<file path="src/rtl/eth_pkg.sv">
// Ethernet MAC Control constants and the rx PAUSE parser state type.
package eth_pkg;

  localparam logic [47:0] PAUSE_MCAST_DA        = 48'h0180C2000001;
  localparam logic [15:0] ETHERTYPE_MAC_CTRL    = 16'h8808;
  localparam logic [15:0] OPCODE_PAUSE          = 16'h0001;
  localparam int unsigned PAUSE_QUANTA_CYC_GMII = 64;
  localparam int unsigned PAUSE_QUANTA_CYC_MII  = 128;

  typedef enum logic [1:0] {IDLE, PARSE, DROP} rx_pause_state_e;

  // Byte idx of a MAC address in wire order (idx 0 is the most significant byte).
  function automatic logic [7:0] mac_byte(input logic [47:0] mac, input logic [2:0] idx);
    logic [7:0] b;
    case (idx)
      3'd0:    b = mac[47:40];
      3'd1:    b = mac[39:32];
      3'd2:    b = mac[31:24];
      3'd3:    b = mac[23:16];
      3'd4:    b = mac[15:8];
      3'd5:    b = mac[7:0];
      default: b = 8'h00;
    endcase
    return b;
  endfunction

endpackage

</file>
<file path="src/rtl/pause_quanta_timer.sv">
// Pause quanta down-counter: one quantum is 512 bit times, paced by a cycle subcounter.
module pause_quanta_timer
  import eth_pkg::*;
#(
  parameter int unsigned QUANTA_WIDTH = 16
) (
  input  logic                    rgmii_mac_rx_clk,
  input  logic                    reset_n,
  input  logic                    mii_sel,
  input  logic                    load,
  input  logic [QUANTA_WIDTH-1:0] load_quanta,
  output logic [QUANTA_WIDTH-1:0] quanta,
  output logic                    active
);

  logic [QUANTA_WIDTH-1:0] quanta_q, quanta_d;
  logic [6:0]              sub_q, sub_d;
  logic [6:0]              terminal;

  // Nibble mode moves 4 bits per clock, so a quantum takes twice the cycles.
  assign terminal = mii_sel ? 7'(PAUSE_QUANTA_CYC_MII - 1) : 7'(PAUSE_QUANTA_CYC_GMII - 1);

  // Next-state: a load overrides any decrement due in the same cycle.
  always_comb begin
    quanta_d = quanta_q;
    sub_d    = sub_q;
    if (load) begin
      quanta_d = load_quanta;
      sub_d    = 7'd0;
    end else if (quanta_q != '0) begin
      // >= rather than == so a mode switch mid-quantum cannot overshoot.
      if (sub_q >= terminal) begin
        sub_d    = 7'd0;
        quanta_d = quanta_q - QUANTA_WIDTH'(1);
      end else begin
        sub_d = sub_q + 7'd1;
      end
    end
  end

  // Timer state registers.
  always_ff @(posedge rgmii_mac_rx_clk) begin
    if (!reset_n) begin
      quanta_q <= '0;
      sub_q    <= 7'd0;
    end else begin
      quanta_q <= quanta_d;
      sub_q    <= sub_d;
    end
  end

  assign quanta = quanta_q;
  assign active = (quanta_q != '0);

endmodule

</file>
<file path="src/rtl/rx_pause_ctrl.sv">
// Passive rx-stream monitor: detects 802.3x PAUSE frames and drives the pause timer.
module rx_pause_ctrl
  import eth_pkg::*;
#(
  parameter logic [47:0] STATION_MAC  = 48'h0000_0000_0000,
  parameter int unsigned CNT_WIDTH    = 16,
  parameter int unsigned QUANTA_WIDTH = 16
) (
  input  logic                    rgmii_mac_rx_clk,
  input  logic                    reset_n,
  input  logic [7:0]              s_axis_tdata,
  input  logic                    s_axis_tvalid,
  input  logic                    s_axis_tlast,
  input  logic                    s_axis_tuser,
  input  logic                    s_axis_trdy,
  input  logic                    mii_sel,
  output logic                    rx_pause,
  output logic [QUANTA_WIDTH-1:0] pause_quanta,
  output logic                    pause_frame_pulse,
  output logic [CNT_WIDTH-1:0]    pause_frame_cnt,
  output logic [CNT_WIDTH-1:0]    ctrl_err_cnt
);

  localparam logic UNI_EN = (STATION_MAC != 48'h0);

  rx_pause_state_e         state_q, state_d;
  logic [4:0]              idx_q, idx_d;
  logic                    mcast_ok_q, mcast_ok_d, uni_ok_q, uni_ok_d;
  logic [QUANTA_WIDTH-1:0] pt_q, pt_d;
  logic [CNT_WIDTH-1:0]    pcnt_q, ecnt_q;
  logic                    pulse_q;
  logic                    beat, byte_ok, mcast_hit, uni_hit, accept, ctrl_err;

  assign beat = s_axis_tvalid && s_axis_trdy;

  // Compare the current byte with what a PAUSE frame carries at this index.
  always_comb begin
    mcast_hit = 1'b0;
    uni_hit   = 1'b0;
    byte_ok   = 1'b1;
    case (idx_q)
      5'd0, 5'd1, 5'd2, 5'd3, 5'd4, 5'd5: begin
        // Both DA candidates are tracked; only when both have failed is it a mismatch.
        mcast_hit = ((idx_q == 5'd0) || mcast_ok_q) &&
                    (s_axis_tdata == mac_byte(PAUSE_MCAST_DA, idx_q[2:0]));
        uni_hit   = (((idx_q == 5'd0) && UNI_EN) || uni_ok_q) &&
                    (s_axis_tdata == mac_byte(STATION_MAC, idx_q[2:0]));
        byte_ok   = mcast_hit || uni_hit;
      end
      5'd12:   byte_ok = (s_axis_tdata == ETHERTYPE_MAC_CTRL[15:8]);
      5'd13:   byte_ok = (s_axis_tdata == ETHERTYPE_MAC_CTRL[7:0]);
      5'd14:   byte_ok = (s_axis_tdata == OPCODE_PAUSE[15:8]);
      5'd15:   byte_ok = (s_axis_tdata == OPCODE_PAUSE[7:0]);
      default: byte_ok = 1'b1;
    endcase
  end

  // Parser FSM next-state, frame verdict, and shadow/DA-flag updates.
  always_comb begin
    state_d    = state_q;
    accept     = 1'b0;
    ctrl_err   = 1'b0;
    idx_d      = idx_q;
    mcast_ok_d = mcast_ok_q;
    uni_ok_d   = uni_ok_q;
    pt_d       = pt_q;
    if (beat) begin
      if (s_axis_tlast) begin
        idx_d = 5'd0;
      end else if (idx_q < 5'd18) begin
        idx_d = idx_q + 5'd1;
      end
    end
    case (state_q)
      IDLE, PARSE: begin
        if (beat) begin
          if (idx_q < 5'd6) begin
            mcast_ok_d = mcast_hit;
            uni_ok_d   = uni_hit;
          end
          if (idx_q == 5'd16) pt_d[15:8] = s_axis_tdata;
          if (idx_q == 5'd17) pt_d[7:0]  = s_axis_tdata;
          if (s_axis_tlast) begin
            state_d = IDLE;
            // A frame that already mismatched is not a control frame and is not an error.
            if (byte_ok) begin
              if (!s_axis_tuser && (idx_q >= 5'd17)) accept   = 1'b1;
              else                                    ctrl_err = 1'b1;
            end
          end else if (!byte_ok) begin
            state_d = DROP;
          end else begin
            state_d = PARSE;
          end
        end
      end
      DROP: begin
        if (beat && s_axis_tlast) state_d = IDLE;
      end
      default: state_d = IDLE;
    endcase
  end

  // Parser state, shadow pause_time, statistics and accept pulse.
  always_ff @(posedge rgmii_mac_rx_clk) begin
    if (!reset_n) begin
      state_q    <= IDLE;
      idx_q      <= 5'd0;
      mcast_ok_q <= 1'b0;
      uni_ok_q   <= 1'b0;
      pt_q       <= '0;
      pcnt_q     <= '0;
      ecnt_q     <= '0;
      pulse_q    <= 1'b0;
    end else begin
      state_q    <= state_d;
      idx_q      <= idx_d;
      mcast_ok_q <= mcast_ok_d;
      uni_ok_q   <= uni_ok_d;
      pt_q       <= pt_d;
      pulse_q    <= accept;
      if (accept && !(&pcnt_q))  pcnt_q <= pcnt_q + CNT_WIDTH'(1);
      if (ctrl_err && !(&ecnt_q)) ecnt_q <= ecnt_q + CNT_WIDTH'(1);
    end
  end

  // Load with pt_d so a pause_time LSB arriving on the tlast beat is included.
  pause_quanta_timer #(
    .QUANTA_WIDTH(QUANTA_WIDTH)
  ) u_timer (
    .rgmii_mac_rx_clk(rgmii_mac_rx_clk),
    .reset_n         (reset_n),
    .mii_sel         (mii_sel),
    .load            (accept),
    .load_quanta     (pt_d),
    .quanta          (pause_quanta),
    .active          (rx_pause)
  );

  assign pause_frame_pulse = pulse_q;
  assign pause_frame_cnt   = pcnt_q;
  assign ctrl_err_cnt      = ecnt_q;

endmodule

</file>
<file path="config.mk">
export PLATFORM = sky130hd
export DESIGN_NAME = rx_pause_ctrl
export DESIGN_NICKNAME = d
export VERILOG_FILES = /design/src/rtl/eth_pkg.sv /design/src/rtl/pause_quanta_timer.sv /design/src/rtl/rx_pause_ctrl.sv
export SDC_FILE = /design/constraint.sdc
export NUM_CORES = 1
export LEC_CHECK = 0
export CORE_ASPECT_RATIO = 1.4
export CORE_MARGIN = 2
export CORE_UTILIZATION = 50
export CTS_BUF_LIST = sky130_fd_sc_hd__clkbuf_8
export DETAILED_ROUTE_END_ITERATION = 16
export PLACE_DENSITY_LB_ADDON = 0.08
export SLEW_MARGIN = 0
export SYNTH_ARGS = -nofsm -noshare
export SYNTH_HDL_FRONTEND = slang
export SYNTH_SLANG_ARGS = --single-unit
</file>
<file path="constraint.sdc">
create_clock -name rgmii_mac_rx_clk -period 3 [get_ports rgmii_mac_rx_clk]
set_input_delay 0.9 -clock rgmii_mac_rx_clk [delete_from_list [all_inputs] [get_ports rgmii_mac_rx_clk]]
set_output_delay 0.9 -clock rgmii_mac_rx_clk [all_outputs]
set_load 0.02 [all_outputs]
</file>
==> out/qor_table.md <==
| Stage | Parameter | This run |
| --- | --- | --- |
| synthesis | Post-synthesis cell area | 0.00424 sq mm |
| clock network | Buffer levels on the longest clock path | 2 |
| sta | RSZ-0062 raised after global routing | yes |
| final layout | Fin util | 68.7% |
| outcome | Run status | finished with violations |
| drt | DRC violation count after routing | 0 |
| global route | Pin count of the biggest net entering global routing | 59 |
| sta | Setup TNS Final | -0.00334 ns |
| placement | Final weighted congestion in routability-driven placement | 0.887 |
| outcome | Violations in the final reports | negative setup slack |
| sta | Max transition margin | 69.2% |
| placement | Port Buffer Count | 64 |
| synthesis | Library cells used by synthesis | 56 |
| hold path | Number of stages on the worst hold path | 2 |
| sta | Number of pins with negative max-slew slack in the final report | 0 |
| floorplanning | Area of the core | 0.00820 sq mm |
| drt | DRT Pass-1 Iters | 4 |
| setup path | CP max-delay cell | sky130_fd_sc_hd__or4_4 |
| placement | Count of placed standard cells including taps | 687 |
| final layout | Fill cell total of the finished layout | 685 |
| setup path | Delay contributed by the slowest stage of the critical path | 0.56 ns |
| final layout | Final design instance area without fill | 0.00564 sq mm |
| sta | Final worst-path cycle share | 100% |
| synthesis | Fraction of synthesis flops using an asynchronous set or reset pin | 0% |
| setup path | Most used cell along the critical path | sky130_fd_sc_hd__or4_4 |
| floorplanning | Row Count | 39 |
| setup path | Endpoint arrival time on the critical path | 2.10 ns |
| setup path | Worst-path maximum fanout | 2 |
| floorplanning | X dimension of the die | 81.9 um |
| synthesis | Synthesis warning total | 0 |
| drt | Top routing layer used | met4 |
| sta | Transition at the pin with the smallest max-transition slack | 0.461 ns |
| synthesis | Post-Synthesis Mean Instance Area | 8.52 sq um |
| drt | Length of routed wiring on met1 | 4700 um |
| setup path | Type of element launching the critical path | flip-flop |
| global route | Total congestion overflow after global routing | 0 |
| clock network | CTS Hold Buffers Added | 0 |
| floorplanning | DIE AREA | 0.00925 sq mm |
| clock network | Root buffer cell | sky130_fd_sc_hd__clkbuf_8 |
| floorplanning | Starting density of the core | 51.8% |
| clock network | Clock buffer count from CTS | 9 |
| drt | Violation count after the first detailed-route iteration | 247 |
| clock network | TritonCTS clock tree | done |
| hold path | Path class of the lowest-slack min-delay path | reg -> reg |
| placement | Area of placed instances | 0.00529 sq mm |
| drt | Total length of routed wires | 10500 um |
| setup path | Buf+Inv Stages, Crit Path | 1 |
| setup path | CP required | 2.10 ns |
| global route | Total routing resource utilization after global routing | 23.7% |
| floorplanning | Top-Level Pins | 65 |
| placement | HPWL after DPL | 7700 um |
| sta | Worst-case hold slack | 0.477 ns |
| sta | Setup-violating endpoint count in the final report | 1 |
| final layout | Antenna diode count | 0 |
| pwr | Total Power | 2.20 mW |
| synthesis | Cell count after synthesis | 498 |
| drt | Antenna-violating nets left | 0 |
| global route | Wire length of the first global-routing pass | 17400 um |
| final layout | Count of placed standard cells in the final layout, fillers left out | 705 |
| drt | Average detailed-routed wire length per instance | 14.9 um |
| placement | Post-placement worst setup slack | -0.486 ns |
| setup path | Ordered cell list for the critical path | or4_4 -> nor4_4 -> nand2_1 -> or4_4 -> buf_6 |
| global route | Vias in the first global route | 3724 |
| setup path | Register-to-register setup slack | 0.12 ns |
| clock network | CTS sink cnt | 81 |
| sta | Setup ws final | -0.00334 ns |
| clock network | CTS clock-pin slew for the worst setup and hold paths | 0.08 ns |
| clock network | Worst skew pair latency | 0.36 ns |
| sta | Fin crit period | 3.00 ns |
| synthesis | Share of synthesized area occupied by flip-flops and latches | 38.2% |
| synthesis | Top flip-flop cell by instance count after synthesis | sky130_fd_sc_hd__dfxtp_1 |
| sta | Fmax achieved | 0.333 GHz |
| pwr | Lkg Pwr | 2.17 nW |
| drt | Detail-routed via count per cell | 5.67 |
| pwr | Largest voltage drop on the vdd net | 0.260 mV |
| synthesis | Number of flops mapped to enable cells by yosys | 0 |
| setup path | Source of the worst register-to-register timing path | idx_q[0] |
| global route | Number of antenna violations at the first check in global routing | 0 |
| drt | Met2 routed WL | 5350 um |
| floorplanning | Die Ht | 113 um |
| synthesis | Flop and latch count out of synthesis | 81 |
| hold path | Hold wc startpoint | uni_ok_q |
| setup path | Cell count of the worst reg-to-reg path | 10 |
| sta | Hold violation total from the final report | 0 |
| final layout | Final-stage net count | 623 |
| setup path | Nature of the critical path endpoint | output pin |
| setup path | Kind of cell adding the most delay to the critical path | simple AND/OR/NAND/NOR gates |
| setup path | Setup CP Type | reg -> out |
| synthesis | Post-Synthesis Net Count | 523 |
| setup path | Destination of the worst register-to-register timing path | ctrl_err_cnt[15] |
| drt | Count of vias placed by the detailed router | 3995 |
| pwr | Power density over the cells | 390 mW/mm^2 |
| clock network | Max H-tree Level | 3 |
| final layout | Fraction of final layout cells with drive strength greater than 1 | 14.8% |
| drt | Length of routed met3 wiring | 281 um |
| sta | Worst clock skew | 0.0103 ns |
| run | Number of max-cap violations | 0 |
| hold path | Hold EP | uni_ok_q |
| final layout | Area growth from synthesis to final layout | 32.8% |
-- worst max path at each step --
stage,startpoint,to,slack (ns),cells after the start
floorplan,u_timer.quanta[2],rx_pause,0.17,4
global placement,s_axis_tdata[3],ctrl_err_cnt[14],-0.39,9
detailed placement,s_axis_tdata[3],ctrl_err_cnt[2],-0.49,10
CTS,u_timer.quanta[2],rx_pause,-0.08,5
global route,u_timer.quanta[2],rx_pause,-0.05,5
finish,u_timer.quanta[2],rx_pause,-0.003,5
-- layout by cell type (no fill, tap or decap), types with 3 or more instances in the layout --
cell type and count:
sky130_fd_sc_hd__nor3_1 10, sky130_fd_sc_hd__clkdlybuf4s50_1 60, sky130_fd_sc_hd__o211ai_1 3, sky130_fd_sc_hd__clkbuf_8 11, sky130_fd_sc_hd__o21ai_0 21, sky130_fd_sc_hd__bufinv_16 3
sky130_fd_sc_hd__a21oi_1 35, sky130_fd_sc_hd__xor2_1 10, sky130_fd_sc_hd__and3_1 8, sky130_fd_sc_hd__o31ai_1 6, sky130_fd_sc_hd__ha_1 10, sky130_fd_sc_hd__nand3b_1 6
sky130_fd_sc_hd__a21o_1 3, sky130_fd_sc_hd__or2_2 3, sky130_fd_sc_hd__nand4_1 16, sky130_fd_sc_hd__xnor2_1 14, sky130_fd_sc_hd__o41ai_1 3, sky130_fd_sc_hd__mux2i_1 22
sky130_fd_sc_hd__nand4b_1 4, sky130_fd_sc_hd__buf_4 42, sky130_fd_sc_hd__or3_1 21, sky130_fd_sc_hd__and4_1 5, sky130_fd_sc_hd__nor2_1 60, sky130_fd_sc_hd__dfxtp_1 81
sky130_fd_sc_hd__nor4_1 5, sky130_fd_sc_hd__inv_1 15, sky130_fd_sc_hd__dlymetal6s2s_1 3, sky130_fd_sc_hd__nand2_1 27, sky130_fd_sc_hd__o21ai_2 3, sky130_fd_sc_hd__a211oi_1 11
sky130_fd_sc_hd__buf_12 4, sky130_fd_sc_hd__nand2b_1 11, sky130_fd_sc_hd__or4_1 4, sky130_fd_sc_hd__nand3_1 23
-- state kept, by name (all words and copies together), names as in the netlist --
register / cells
ctrl_err_cnt: 16
pause_frame_cnt: 16
pt_q: 16
u_timer.quanta: 16
u_timer.sub_q: 7
idx_q: 5
state_q: 2
mcast_ok_q: 1
pause_frame_pulse: 1
uni_ok_q: 1
-- worst min-delay path, stage by stage, from the launching register on --
cell and delay, ns:
sky130_fd_sc_hd__dfxtp_1 0.33, sky130_fd_sc_hd__nand2_1 0.05, sky130_fd_sc_hd__a21oi_1 0.05
-- where the power goes --
part / internal (mW) / switching [mW] / leakage [nW]
combinational: 0.0539 / 0.0673 / 1.39
clock: 0.597 / 0.399 / 0.131
sequential: 1.08 / 0.00258 / 0.652
-- layer usage --
metal | up-vias | GRT usage (%)
met5 | - | 0
met4 | 0 | 8.67
met3 | 16 | 3.91
met2 | 76 | 39.9
met1 | 1879 | 29.9
li1 | 2024 | -
-- cell type report --
class,count,area [sq um],share of cell area (%)
Sequential cell,81,1620,28.8
Clock buffer,11,151,2.69
Timing Repair Buffer,110,1040,18.5
Multi-Input combinational cell,381,2530,44.9
Inverter,15,56.3,0.999
Clock inverter,5,103,1.82
Tap cell,102,128,2.26
-- cell families after synthesis --
logic type | after synthesis | share of synthesized area, %
compound gates | 101 | 16.2
xor+xnor | 24 | 4.95
fa+ha+maj | 10 | 2.95
buf+inv | 36 | 3.74
flops | 81 | 38.2
mux | 24 | 5.72
simple gates | 222 | 28.2
-- synthesized netlist by cell type (8+ instances only) --
cell,instances,area [sq um]
sky130_fd_sc_hd__a211oi_1,11,82.6
sky130_fd_sc_hd__inv_1,14,52.6
sky130_fd_sc_hd__and3_1,8,50.1
sky130_fd_sc_hd__a21oi_1,35,175
sky130_fd_sc_hd__nor2_1,61,229
sky130_fd_sc_hd__nand2_1,27,101
sky130_fd_sc_hd__nand2b_1,11,68.8
sky130_fd_sc_hd__xnor2_1,14,123
sky130_fd_sc_hd__nand4_1,16,100
sky130_fd_sc_hd__mux2i_1,22,220
sky130_fd_sc_hd__dfxtp_1,81,1620
sky130_fd_sc_hd__nor3_1,10,50.1
sky130_fd_sc_hd__or3_1,21,131
sky130_fd_sc_hd__ha_1,10,125
sky130_fd_sc_hd__nand3_1,24,120
sky130_fd_sc_hd__o21ai_0,21,105
sky130_fd_sc_hd__xor2_1,10,87.6
sky130_fd_sc_hd__clkbuf_1,12,45.0
-- timing repair --
action,CTS,global route
pin swaps,4,4
setup buffers,1,1
gates resized for setup,7,14
setup endpoints to repair,11,13
(Power assumes the default switching activity.)
